**config.mk**
```make
export PLATFORM = sky130hd
export DESIGN_NAME = adc_delay_calibrator
export DESIGN_NICKNAME = d
export VERILOG_FILES = /design/src/rtl/adc_delay_calibrator.sv
export SDC_FILE = /design/constraint.sdc
export NUM_CORES = 1
export LEC_CHECK = 0
export BUFFER_PORTS_ARGS = -buffer_cell sky130_fd_sc_hd__clkbuf_2
export CAP_MARGIN = 5
export CORE_MARGIN = 2
export CORE_UTILIZATION = 60
export DETAILED_ROUTE_END_ITERATION = 12
export HOLD_SLACK_MARGIN = 0.12
export PLACE_DENSITY = 0.8
export SYNTH_ARGS = -nofsm -noshare
export SYNTH_HDL_FRONTEND = slang
export SYNTH_SLANG_ARGS = --single-unit
```
**constraint.sdc**
```tcl
create_clock -name aclk -period 6.93 [get_ports aclk]
set_input_delay 1.386 -clock aclk [delete_from_list [all_inputs] [get_ports aclk]]
set_output_delay 1.386 -clock aclk [all_outputs]
set_load 0.05 [all_outputs]
```
**src/rtl/adc_delay_calibrator.sv**
```systemverilog
// rtl/adc_delay_calibrator.sv - ADC IDELAY tap sweep calibrator
// Sweeps every tap, scores it by the pattern validator and loads the centre of the longest passing window.
module adc_delay_calibrator #(
  parameter int TAP_WIDTH     = 5,
  parameter int SETTLE_CYCLES = 16,
  parameter int DWELL_CYCLES  = 140000
) (
  input  logic                 aclk,
  input  logic                 resetn,
  input  logic                 start,
  input  logic                 pattern_valid,
  output logic                 checker_resetn,
  output logic [TAP_WIDTH-1:0] tap_value,
  output logic                 tap_load,
  output logic                 busy,
  output logic                 done,
  output logic                 locked,
  output logic                 error,
  output logic [TAP_WIDTH-1:0] window_start,
  output logic [TAP_WIDTH:0]   window_len
);

  localparam int LW = TAP_WIDTH + 1;
  localparam int SW = $clog2(SETTLE_CYCLES + 1);
  localparam int DW = $clog2(DWELL_CYCLES + 1);

  localparam logic [2:0] S_IDLE   = 3'd0;
  localparam logic [2:0] S_LOAD   = 3'd1;
  localparam logic [2:0] S_SETTLE = 3'd2;
  localparam logic [2:0] S_DWELL  = 3'd3;
  localparam logic [2:0] S_EVAL   = 3'd4;
  localparam logic [2:0] S_FINAL  = 3'd5;
  localparam logic [2:0] S_DONE   = 3'd6;

  localparam logic [TAP_WIDTH-1:0] TAP_MAX       = '1;
  localparam logic [SW-1:0]        SETTLE_RELOAD = SW'(SETTLE_CYCLES - 1);
  localparam logic [DW-1:0]        DWELL_RELOAD  = DW'(DWELL_CYCLES - 1);

  logic [2:0]           r_state;
  logic [TAP_WIDTH-1:0] r_tap;
  logic [SW-1:0]        r_settle_cnt;
  logic [DW-1:0]        r_dwell_cnt;
  logic                 r_pass;
  logic [TAP_WIDTH-1:0] r_cur_start;
  logic [LW-1:0]        r_cur_len;
  logic [TAP_WIDTH-1:0] r_best_start;
  logic [LW-1:0]        r_best_len;

  logic [LW-1:0]        w_cur_len_nxt;
  logic [TAP_WIDTH-1:0] w_cur_start_nxt;
  logic                 w_best_upd;
  logic [LW-1:0]        w_best_len_nxt;
  logic [TAP_WIDTH-1:0] w_best_start_nxt;
  logic [TAP_WIDTH-1:0] w_half;
  logic [TAP_WIDTH-1:0] w_centre_tap;

  // Run statistics as they will be after the current EVAL, so the last tap is scored before FINAL.
  assign w_cur_len_nxt    = r_pass ? (r_cur_len + LW'(1)) : '0;
  assign w_cur_start_nxt  = (r_pass && (r_cur_len == '0)) ? r_tap : r_cur_start;
  assign w_best_upd       = (w_cur_len_nxt > r_best_len);
  assign w_best_len_nxt   = w_best_upd ? w_cur_len_nxt : r_best_len;
  assign w_best_start_nxt = w_best_upd ? w_cur_start_nxt : r_best_start;
  assign w_half           = TAP_WIDTH'((w_best_len_nxt - LW'(1)) >> 1);
  assign w_centre_tap     = (w_best_len_nxt == '0) ? '0 : (w_best_start_nxt + w_half);

  always_ff @(posedge aclk) begin
    if (!resetn) begin
      r_state      <= S_IDLE;
      r_tap        <= '0;
      r_settle_cnt <= '0;
      r_dwell_cnt  <= '0;
      r_pass       <= 1'b0;
      r_cur_start  <= '0;
      r_cur_len    <= '0;
      r_best_start <= '0;
      r_best_len   <= '0;
    end else begin
      case (r_state)
        S_IDLE, S_DONE: begin
          if (start) begin
            r_state      <= S_LOAD;
            r_tap        <= '0;
            r_cur_start  <= '0;
            r_cur_len    <= '0;
            r_best_start <= '0;
            r_best_len   <= '0;
          end
        end
        S_LOAD: begin
          r_settle_cnt <= SETTLE_RELOAD;
          r_state      <= S_SETTLE;
        end
        S_SETTLE: begin
          if (r_settle_cnt == '0) begin
            r_dwell_cnt <= DWELL_RELOAD;
            r_state     <= S_DWELL;
          end else begin
            r_settle_cnt <= r_settle_cnt - SW'(1);
          end
        end
        S_DWELL: begin
          if (pattern_valid) begin
            r_pass  <= 1'b1;
            r_state <= S_EVAL;
          end else if (r_dwell_cnt == '0) begin
            r_pass  <= 1'b0;
            r_state <= S_EVAL;
          end else begin
            r_dwell_cnt <= r_dwell_cnt - DW'(1);
          end
        end
        S_EVAL: begin
          r_cur_len    <= w_cur_len_nxt;
          r_cur_start  <= w_cur_start_nxt;
          r_best_len   <= w_best_len_nxt;
          r_best_start <= w_best_start_nxt;
          if (r_tap == TAP_MAX) begin
            r_tap   <= w_centre_tap;
            r_state <= S_FINAL;
          end else begin
            r_tap   <= r_tap + TAP_WIDTH'(1);
            r_state <= S_LOAD;
          end
        end
        S_FINAL: r_state <= S_DONE;
        default: r_state <= S_IDLE;
      endcase
    end
  end

  assign tap_value      = r_tap;
  assign tap_load       = (r_state == S_LOAD) || (r_state == S_FINAL);
  assign checker_resetn = !((r_state == S_LOAD) || (r_state == S_SETTLE));
  assign busy           = (r_state != S_IDLE) && (r_state != S_DONE);
  assign done           = (r_state == S_DONE);
  assign locked         = done && (r_best_len != '0);
  assign error          = done && (r_best_len == '0);
  assign window_start   = r_best_start;
  assign window_len     = r_best_len;

endmodule
```
==> reports/summary.txt, run 1 <==
proportion of synthesized flip-flops having asynchronous set or reset: 0%
Internal Pwr Total: 616.7 uW
number of routed nets with antenna violations: 0
Final Net Count: 432
sequential fraction of the synthesis area: 32.75%
number of buffers and inverters on the critical path: 0
Antenna Diode Count: 0
switching part of the total: 40.93%
most frequent CP cell: sky130_fd_sc_hd__nand3_1
top fanout value on the critical path: 13
number of DRC markers in iteration 0: 152
count of final setup violators: 0
Routed WL per cell: 15.28 um
TritonCTS clock tree: done
fraction of synthesized cell area taken by the top area cell type: 32.75%
achievable frequency: 212.8 MHz
utilization after layout: 66.00%
first-pass detailed-route iteration total: 4
total count of max-transition violations in the final report: 0
slack of the worst reg-to-reg path: 2.23 ns
Min-Delay Path Class: reg -> reg
clock-pin slew on the worst setup and hold paths: 0.10 ns
antenna violations before repair: 0
most numerous cell in the Yosys netlist: sky130_fd_sc_hd__dfxtp_1
flop and latch count out of synthesis: 54
Comb power frac: 42.4%
cts bufs inserted: 5
number of enable flip-flop cells after synthesis: 0
number of global-route vias before repair: 2728
Syn Nets: 413
family with the most delay on the worst path: simple AND/OR/NAND/NOR gates
# placed instances: 476
maximum capacitance violations: 0
Tcrit/Tclk final: 67.80%
DPL Wire Length: 5371 um
kind of critical path: reg -> reg
top cell types by occurrence after synthesis: sky130_fd_sc_hd__dfxtp_1, sky130_fd_sc_hd__nor2_1, sky130_fd_sc_hd__a22oi_1, sky130_fd_sc_hd__nand2_1
number of DRC violations after detailed routing: 0
maximum resistive drop on vdd: 0.2982 mV
Fillers: 471
Die Span Y: 78.17 um
buffer count from post-CTS setup fixing: 0
Worst EP arrival: 4.96 ns
root buffer cell: sky130_fd_sc_hd__clkbuf_8
Starting Density: 61.06%
most instantiated flip-flop cell in the synthesis netlist: sky130_fd_sc_hd__dfxtp_1
setup slack of the critical path after layout: 2.231 ns
maximum number of pins on one net before global-route repair: 38
Port Buf Inserts: 25
outcome: finished clean
Syn. warnings: 0
power density over the cells: 292.6 mW/mm2
required time of the critical path: 7.19 ns
global routing usage summed across all routing layers: 25.54%
cells taking the most area after synthesis: sky130_fd_sc_hd__dfxtp_1, sky130_fd_sc_hd__ha_1, sky130_fd_sc_hd__nor2_1
DR vias/cell: 5.926
number of cells in the finished layout apart from fillers: 484
Critical-path top delay cell: sky130_fd_sc_hd__dfxtp_1
source-to-sink clock delay at the later pin of the worst-skew pair: 0.31 ns
Setup TNS Final: 0 ns
count of endpoints failing hold in the final timing report: 0
number of standard-cell rows in the floorplan: 27
RSZ-0062 raised after global routing: no
post-route total power: 1.044 mW
sort of element at the end of the critical path: flip-flop
number of ports placed on the die boundary: 26
H-tree Lvls: 2
net switching power of the design: 427.3 uW
post-route minimum period: 4.699 ns
Die X-Extent: 78.17 um
post-CTS sizing: 0
global-route wire length before repair: 12610 um
area of the core region: 0.005405 mm2
total via count after detailed routing: 2868
final setup skew: 0.004435 ns
actual slew at the worst max-slew pin: 0.5313 ns
clock share of power: 18.0%
Total Die Area: 0.006111 mm2
kind of launch point of the worst setup path: flip-flop
Post-Route WL: 7394 um
placement-stage worst setup slack: 2.311 ns
number of hold buffers added after CTS: 0
clk sinks: 54
area leader, netlist: sky130_fd_sc_hd__dfxtp_1
critical path, cell by cell: and3_4, nand3_1, xnor2_1, and2_1, ha_1, and3_1, o211ai_1, mux2_2, o211ai_2, nand2_2, mux2_2, ha_1, fa_1, a21o_1, a21oi_1, nor2_1, o221ai_1, nand3_1, a2111o_1, nand3_1
global-route congestion overflow total: 0
synthesized instance count: 392
mean instance size in the synthesized netlist: 8.420 um2
leakage power figure: 1.454 nW
proportion of power drawn by flip-flops and latches: 39.6%
weighted congestion at the end of routability-driven global placement: 0.8748
Unique masters post-synth: 64
layout cells sized above 1: 16.75%
worst slew margin relative to its limit: 64.51%
slowest stage delay, CP: 0.42 ns
deepest clock path buffer count: 2
mapped cell area: 0.003301 mm2
synthesis-to-layout area growth: 8.074%
-- cells in the final DEF (no fill, tap or decap), types with 7 or more instances in the layout --
| cell | instances |
|---|---|
| sky130_fd_sc_hd__a21oi_1 | 21 |
| sky130_fd_sc_hd__a22oi_1 | 22 |
| sky130_fd_sc_hd__clkbuf_2 | 25 |
| sky130_fd_sc_hd__dfxtp_1 | 54 |
| sky130_fd_sc_hd__ha_1 | 16 |
| sky130_fd_sc_hd__inv_1 | 21 |
| sky130_fd_sc_hd__mux2_2 | 12 |
| sky130_fd_sc_hd__nand2_1 | 22 |
| sky130_fd_sc_hd__nand3_1 | 11 |
| sky130_fd_sc_hd__nor2_1 | 50 |
| sky130_fd_sc_hd__nor2b_1 | 7 |
| sky130_fd_sc_hd__nor3_1 | 8 |
| sky130_fd_sc_hd__o21ai_0 | 13 |
| sky130_fd_sc_hd__or3_1 | 7 |
| sky130_fd_sc_hd__xnor2_1 | 11 |
| sky130_fd_sc_hd__xor2_1 | 14 |
-- worst reg2reg max path, delay by kind of cell (launching register included) --
kind	cells	cell delay [ns]
flops	1	0.42
simple gates	8	1.34
compound gates	6	1.20
mux	2	0.60
xor+xnor	1	0.13
fa+ha+maj	3	0.95
-- cell families after synthesis --
group                    share of synthesized area, %
AO/OA/AOI/OAI                                   20.32
adder cells (fa/ha/maj)                         7.013
XOR/XNOR                                        6.634
flip-flops                                      32.75
multiplexers                                    6.065
AND/OR/NAND/NOR                                 22.82
buffers and inverters                           4.398
-- path summary, 6_finish.rpt --
path	endpoint	depth (start not counted)	from
setup / recovery	tap_value[4]	20	r_cur_len[2]
hold / removal	r_dwell_cnt[5]	2	r_dwell_cnt[5]
setup reg to reg	tap_value[4]	20	r_cur_len[2]
hold reg to reg	r_dwell_cnt[5]	2	r_dwell_cnt[5]
-- power groups by stage --
stage | registers, mW | logic [mW] | clock network (mW)
final | 0.413 | 0.443 | 0.188
after global routing | 0.421 | 0.495 | 0.202
after CTS | 0.412 | 0.444 | 0.192
after detailed placement | 0.419 | 0.441 | 0
after global placement | 0.417 | 0.436 | 0
after floorplan | 0.405 | 0.368 | 0
-- cell type report --
class,instances,area (um2),area share (%)
clock buffer,6,82.58,2.315
tap,72,90.09,2.525
timing repair buffer,28,147.6,4.139
multi-input combinational,301,2074,58.16
sequential,54,1081,30.31
inverter,21,78.83,2.210
clock inverter,2,12.51,0.3508
-- metrics by stage --
step	area (um2)	hold WS [ns]
floorplan	3301	0.4436
global placement	3472	0.4532
detailed placement	3472	0.4633
CTS	3567	0.4777
global route	3567	0.5193
finish	3567	0.4772
-- sequential cells by signal, indices dropped and copies added, names as in the netlist --
name          count
tap_value         5
r_dwell_cnt      18
r_cur_start       5
r_state           3
r_settle_cnt      5
window_start      5
window_len        6
r_pass            1
r_cur_len         6
-- metal layers --
layer / track usage [%] / share of wire (%) / vias to the layer above
li1: - / - / 1440
met5: 0 / 0 / -
met4: 10.18 / 2.0 / 0
met3: 4.483 / 4.4 / 13
met1: 32.71 / 47 / 1341
met2: 42.76 / 47 / 74
(Power assumes the default switching activity.)
==> run 2, diff against run 1 <==
==> constraint.sdc (replaced) <==
create_clock -name aclk -period 4.8 [get_ports aclk]
set_input_delay 0.96 -clock aclk [delete_from_list [all_inputs] [get_ports aclk]]
set_output_delay 0.96 -clock aclk [all_outputs]
set_load 0.05 [all_outputs]
==> run 2 against run 1 <==
Flip-flop and latch count is the same. Cell count up 0.62%. Worst setup slack lost 2.0 ns. Sequential power grew 44%. Clock skew up 0.0062 ns. Power is 43% higher. Utilization increased by 0.67 points. Die area unchanged.
==> reports/summary.txt, run 2 (synthesized netlist as in run 1, its figures left out) <==
post-route minimum period: 4.560 ns (-0.1386 ns)
required time of the critical path: 5.05 ns (-2.14 ns)
final instance area: 0.003603 mm2 (+1.0%)
DPL Wire Length: 5299 um (-1.3%)
Port Buf Inserts: 25 (unchanged)
Routed WL per cell: 15.07 um (-1.3%)
number of flip-flops under the largest register name: 18 (unchanged)
Die X-Extent: 78.17 um (unchanged)
TritonCTS clock tree: done
clk sinks: 54 (unchanged)
Total Die Area: 0.006111 mm2 (unchanged)
global-route layer with the greatest usage: met2
count of endpoints failing hold in the final timing report: 0 (unchanged)
number of global-route vias before repair: 2682 (-1.7%)
number of cells in the finished layout apart from fillers: 487 (+0.62%)
total count of max-transition violations in the final report: 0 (unchanged)
outcome: finished clean
Final Net Count: 437 (+1.2%)
kind of critical path: reg -> reg
leakage power figure: 1.475 nW (+1.4%)
standard cell area after detailed placement: 0.003480 mm2 (+0.22%)
Starting Density: 61.06% (unchanged)
global-route met3 utilization: 4.253% (-0.23 points)
clock share of power: 17.0% (-1.0 points)
root buffer cell: sky130_fd_sc_hd__clkbuf_8
leading cell type in the layout, fill and taps excluded: sky130_fd_sc_hd__dfxtp_1
source-to-sink clock delay at the later pin of the worst-skew pair: 0.31 ns (about the same)
weighted congestion at the end of routability-driven global placement: 0.8973 (+2.6%)
top fanout value on the critical path: 9 (-4)
global-route wire length before repair: 12400 um (-1.6%)
Post-Route WL: 7341 um (-0.72%)
clock-pin slew on the worst setup and hold paths: 0.10 ns (about the same)
maximum number of pins on one net before global-route repair: 38 (unchanged)
Die Span Y: 78.17 um (unchanged)
proportion of power drawn by flip-flops and latches: 40.0% (+0.4 points)
most frequent cells in the layout: sky130_fd_sc_hd__dfxtp_1, sky130_fd_sc_hd__nor2_1, sky130_fd_sc_hd__clkbuf_2, sky130_fd_sc_hd__nand2_1, sky130_fd_sc_hd__a22oi_1
utilization after layout: 66.67% (+0.67 points)
Worst EP arrival: 4.81 ns (-0.15 ns)
sort of element at the end of the critical path: flip-flop
net switching power of the design: 603.2 uW (+41%)
achievable frequency: 219.3 MHz (+3.0%)
global-route congestion overflow total: 0 (unchanged)
kind of launch point of the worst setup path: flip-flop
antenna violations before repair: 0 (unchanged)
total via count after detailed routing: 2923 (+1.9%)
Setup TNS Final: 0 ns (unchanged)
actual slew at the worst max-slew pin: 0.4750 ns (-0.05627 ns)
Antenna Diode Count: 0 (unchanged)
Internal Pwr Total: 888.7 uW (+44%)
maximum capacitance violations: 0 (unchanged)
cts bufs inserted: 5 (unchanged)
area of the core region: 0.005405 mm2 (unchanged)
synthesis-to-layout area growth: 9.174%
global routing usage summed across all routing layers: 24.91% (-0.63 points)
fraction of met1 tracks used by global routing: 32.78% (+0.072 points)
register ranked first by flip-flop count: r_dwell_cnt
number of DRC markers in iteration 0: 106 (-30%)
deepest clock path buffer count: 2 (unchanged)
Min-Delay Path Class: reg -> reg
final setup skew: 0.01060 ns (+0.006163 ns)
layout cells sized above 1: 18.07% (+1.3 points)
Tcrit/Tclk final: 95.00% (+27 points)
# placed instances: 477 (+0.21%)
number of ports placed on the die boundary: 26 (unchanged)
global routing usage on met2: 41.90% (-0.86 points)
RSZ-0062 raised after global routing: no
power density over the cells: 414.0 mW/mm2 (+41%)
number of standard-cell rows in the floorplan: 27 (unchanged)
number of DRC violations after detailed routing: 0 (unchanged)
worst slew margin relative to its limit: 68.09% (+3.6 points)
count of final setup violators: 0 (unchanged)
first-pass detailed-route iteration total: 4 (unchanged)
Comb power frac: 43.0% (+0.6 points)
H-tree Lvls: 2 (unchanged)
maximum resistive drop on vdd: 0.4012 mV (+35%)
switching part of the total: 40.43% (-0.49 points)
post-route total power: 1.492 mW (+43%)
number of routed nets with antenna violations: 0 (unchanged)
DR vias/cell: 6.002 (+1.3%)
[run 2: critical path, cell delays in order (launching register included)]
cell and delay, ns:
sky130_fd_sc_hd__dfxtp_1 0.40, sky130_fd_sc_hd__and3_4 0.23, sky130_fd_sc_hd__nand3_1 0.09, sky130_fd_sc_hd__xnor2_1 0.13, sky130_fd_sc_hd__and2_1 0.21, sky130_fd_sc_hd__ha_1 0.32
sky130_fd_sc_hd__and3_1 0.22, sky130_fd_sc_hd__o211ai_1 0.13, sky130_fd_sc_hd__mux2_2 0.31, sky130_fd_sc_hd__o211ai_2 0.13, sky130_fd_sc_hd__nand2_4 0.14, sky130_fd_sc_hd__buf_4 0.17
sky130_fd_sc_hd__mux2i_1 0.12, sky130_fd_sc_hd__xor2_1 0.21, sky130_fd_sc_hd__fa_1 0.44, sky130_fd_sc_hd__a21o_1 0.20, sky130_fd_sc_hd__a21oi_2 0.21, sky130_fd_sc_hd__nor2_1 0.08
sky130_fd_sc_hd__o221ai_1 0.18, sky130_fd_sc_hd__nand3_1 0.15, sky130_fd_sc_hd__a2111o_1 0.36, sky130_fd_sc_hd__nand3_1 0.07
[run 2: path summary, 6_finish.rpt]
check                                     from             end  slack (ns)  depth (start not counted)
worst max-delay path              r_cur_len[1]    tap_value[4]        0.24                         21
worst min-delay path            r_dwell_cnt[5]  r_dwell_cnt[5]        0.48                          2
worst max register to register    r_cur_len[1]    tap_value[4]        0.24                         21
worst min register to register  r_dwell_cnt[5]  r_dwell_cnt[5]        0.48                          2
[run 2: timing repair]
item	in CTS	in global routing
resized for setup	0	4
endpoints found under the setup margin	0	1
hold buffers	0	0
setup buffers	0	4
[run 2: cell type report]
type / count / area (um2)
sequential: 54 / 1084
multi-input combinational: 301 / 2083
inverter: 21 / 78.83
fill: 448 / 1802
timing repair buffer: 33 / 185.2
clock buffer: 6 / 82.58
tap: 72 / 90.09
[run 2: power groups by stage]
stage | logic, mW | clock network [mW] | registers (mW)
after floorplan | 0.532 | 0 | 0.585
after global placement | 0.629 | 0 | 0.602
after detailed placement | 0.635 | 0 | 0.604
after CTS | 0.639 | 0.259 | 0.595
after global routing | 0.721 | 0.275 | 0.608
final | 0.641 | 0.254 | 0.596
[run 2: metal layers]
| metal | vias up | wire, um |
|---|---|---|
| met5 | - | 0 |
| met4 | 0 | 148 |
| met3 | 16 | 279 |
| met2 | 64 | 3445 |
| met1 | 1391 | 3468 |
| li1 | 1452 | - |
[run 2: through the flow]
stage	hold slack [ns]	setup slack (ns)
after floorplan	0.4436	0.3257
final	0.4760	0.2399
after detailed placement	0.4633	0.1704
after CTS	0.4759	0.1338
after global placement	0.4545	0.3362
after global routing	0.5155	0.01043
==> run 3, diff against run 2 <==
--- a/config.mk
+++ b/config.mk
@@ -8,10 +8,11 @@
 export BUFFER_PORTS_ARGS = -buffer_cell sky130_fd_sc_hd__clkbuf_2
 export CAP_MARGIN = 5
 export CORE_MARGIN = 2
-export CORE_UTILIZATION = 60
+export CORE_UTILIZATION = 55
 export DETAILED_ROUTE_END_ITERATION = 12
 export HOLD_SLACK_MARGIN = 0.12
-export PLACE_DENSITY = 0.8
+export PLACE_DENSITY = 0.74
+export SKIP_LAST_GASP = 1
 export SYNTH_ARGS = -nofsm -noshare
 export SYNTH_HDL_FRONTEND = slang
 export SYNTH_SLANG_ARGS = --single-unit
==> constraint.sdc (replaced) <==
create_clock -name aclk -period 4.3 [get_ports aclk]
set_input_delay 0.86 -clock aclk [delete_from_list [all_inputs] [get_ports aclk]]
set_output_delay 0.86 -clock aclk [all_outputs]
set_load 0.05 [all_outputs]
==> run 3 against run 2 <==
Global-route usage is 1.4 points lower. Critical path depth stayed put. First-iteration DRC count is 25% higher. Highest routed layer unchanged.
==> reports/summary.txt, run 3 (synthesized netlist as in run 1, its figures left out) <==
DPL Wire Length: 5373 um (+1.4%)
number of buffers and inverters on the critical path: 1 (unchanged)
source-to-sink clock delay at the later pin of the worst-skew pair: 0.31 ns (about the same)
switching part of the total: 39.86% (-0.57 points)
net switching power of the design: 691.2 uW (+15%)
slowest stage delay, CP: 0.39 ns (-0.05 ns)
register ranked first by flip-flop count: r_dwell_cnt
Starting Density: 56.42% (-4.6 points)
Setup TNS Final: 0 ns (unchanged)
leading cell type in the layout, fill and taps excluded: sky130_fd_sc_hd__dfxtp_1
number of global-route vias before repair: 2710 (+1.0%)
number of hold buffers added after CTS: 0 (unchanged)
critical path, cell by cell: and3_4, nand3_2, xnor2_1, and2_4, ha_4, and3_4, o211ai_1, mux2_4, o211ai_4, nand2_4, mux2_4, ha_4, fa_2, a21o_1, a21oi_2, nor2_1, inv_1, a211o_1, nand3_2, a41oi_1, nand3_1
Comb power frac: 41.5% (-1.5 points)
weighted congestion at the end of routability-driven global placement: 0.8756 (-2.4%)
placement-stage worst setup slack: 0.004103 ns (-0.1663 ns)
Die Span Y: 81.47 um (+4.2%)
Internal Pwr Total: 1.043 mW (+17%)
Port Buf Inserts: 25 (unchanged)
antenna violations before repair: 0 (unchanged)
leakage power figure: 1.562 nW (+5.9%)
cts bufs inserted: 5 (unchanged)
number of routed nets with antenna violations: 0 (unchanged)
global-route congestion overflow total: 0 (unchanged)
clock-pin slew on the worst setup and hold paths: 0.10 ns (about the same)
family with the most delay on the worst path: simple AND/OR/NAND/NOR gates
worst reg-to-reg path cell count: 21 (unchanged)
Crit. path cell count: 21 (unchanged)
kind of critical path: reg -> reg
top fanout value on the critical path: 8 (-1)
required time of the critical path: 4.50 ns (-0.55 ns)
Worst Hold Depth: 2 (unchanged)
kind of launch point of the worst setup path: flip-flop
Tcrit/Tclk final: 97.62% (+2.6 points)
first-pass detailed-route iteration total: 4 (unchanged)
number of flip-flops under the largest register name: 18 (unchanged)
number of standard-cell rows in the floorplan: 28 (+3.7%)
outcome: finished clean
number of ports placed on the die boundary: 26 (unchanged)
total count of max-transition violations in the final report: 0 (unchanged)
TritonCTS clock tree: done
proportion of power drawn by flip-flops and latches: 38.4% (-1.6 points)
number of DRC markers in iteration 0: 133 (+25%)
area of the core region: 0.005851 mm2 (+8.2%)
global routing usage summed across all routing layers: 23.54% (-1.4 points)
global-route wire length before repair: 12340 um (-0.50%)
Worst EP arrival: 4.40 ns (-0.41 ns)
Fillers: 489 (+9.2%)
post-route minimum period: 4.198 ns (-0.3624 ns)
H-tree Lvls: 2 (unchanged)
worst slew margin relative to its limit: 65.43% (-2.7 points)
synthesis-to-layout area growth: 16.30%
Total Die Area: 0.006637 mm2 (+8.6%)
utilization after layout: 65.61% (-1.1 points)
Critical-path top delay cell: sky130_fd_sc_hd__dfxtp_4
count of endpoints failing hold in the final timing report: 0 (unchanged)
clock share of power: 20.1% (+3.1 points)
clk sinks: 54 (unchanged)
maximum resistive drop on vdd: 0.3989 mV (-0.59%)
final setup skew: 0.01049 ns (-0.0001127 ns)
Min-Delay Path Class: reg -> reg
Antenna Diode Count: 0 (unchanged)
Routed WL per cell: 15.51 um (+2.9%)
maximum number of pins on one net before global-route repair: 38 (unchanged)
actual slew at the worst max-slew pin: 0.5185 ns (+0.04356 ns)
count of final setup violators: 0 (unchanged)
power density over the cells: 451.7 mW/mm2 (+9.1%)
deepest clock path buffer count: 2 (unchanged)
setup slack of the critical path after layout: 0.1023 ns (-0.1376 ns)
DR vias/cell: 5.843 (-2.7%)
Final Net Count: 447 (+2.3%)
Die X-Extent: 81.47 um (+4.2%)
most frequent cells in the layout: sky130_fd_sc_hd__dfxtp_1, sky130_fd_sc_hd__nor2_1, sky130_fd_sc_hd__clkbuf_2, sky130_fd_sc_hd__nand2_1, sky130_fd_sc_hd__a22oi_1
maximum capacitance violations: 0 (unchanged)
number of DRC violations after detailed routing: 0 (unchanged)
layout cells sized above 1: 24.12% (+6.0 points)
total via count after detailed routing: 2933 (+0.34%)
root buffer cell: sky130_fd_sc_hd__clkbuf_8
achievable frequency: 238.2 MHz (+8.6%)
Post-Route WL: 7785 um (+6.0%)
sort of element at the end of the critical path: flip-flop
[run 3: metal layers]
metal  up-vias  GRT usage (%)  share of wire [%]
met1      1392          28.74                 45
met5         -              0                  0
li1       1468              -                  -
met2        65          42.30                 50
met3         8          3.626                4.3
met4         0          7.458               0.83
[run 3: repair_timing]
action                     4_1_cts  5_1_grt
buffers inserted                 3        6
pin swaps                        1       14
resized for setup                1       21
setup endpoints to repair        1        1
[run 3: final cells by class]
type                       count  area, um2  share of cell area, %
inverter                      21      78.83                  2.053
sequential                    54       1092                  28.46
timing repair buffer          43      260.3                  6.780
clock buffer                   5      68.82                  1.793
multi-input combinational    301       2201                  57.33
tap                           75      93.84                  2.445
clock inverter                 3      43.79                  1.141
[run 3: power by group through the flow]
stage | registers [mW] | logic (mW) | clock network, mW
3_5_place_dp | 0.676 | 0.715 | 0
4_1_cts | 0.666 | 0.722 | 0.360
6_report | 0.665 | 0.720 | 0.349
3_3_place_gp | 0.673 | 0.706 | 0
2_1_floorplan | 0.654 | 0.594 | 0
5_1_grt | 0.678 | 0.808 | 0.375
[run 3: path summary, 6_finish.rpt]
kind | endpoint | slack, ns | start
max | tap_value[4] | 0.10 | r_cur_len[0]
max reg2reg | tap_value[4] | 0.10 | r_cur_len[0]
min | r_dwell_cnt[5] | 0.48 | r_dwell_cnt[5]
min reg2reg | r_dwell_cnt[5] | 0.48 | r_dwell_cnt[5]
[run 3: tightest hold or removal path, stage by stage (launching register included)]
cell,delay (ns)
sky130_fd_sc_hd__dfxtp_1,0.33
sky130_fd_sc_hd__nand2_1,0.05
sky130_fd_sc_hd__a21oi_1,0.06
[run 3: stage by stage]
stage / hold slack, ns / cells / total power, mW / cell area, um2
floorplan: 0.4436 / 392 / 1.248 / 3321
global placement: 0.4583 / 485 / 1.379 / 3538
detailed placement: 0.4749 / 485 / 1.392 / 3538
CTS: 0.4892 / 496 / 1.748 / 3679
global route: 0.5110 / 502 / 1.860 / 3839
finish: 0.4803 / 502 / 1.734 / 3839
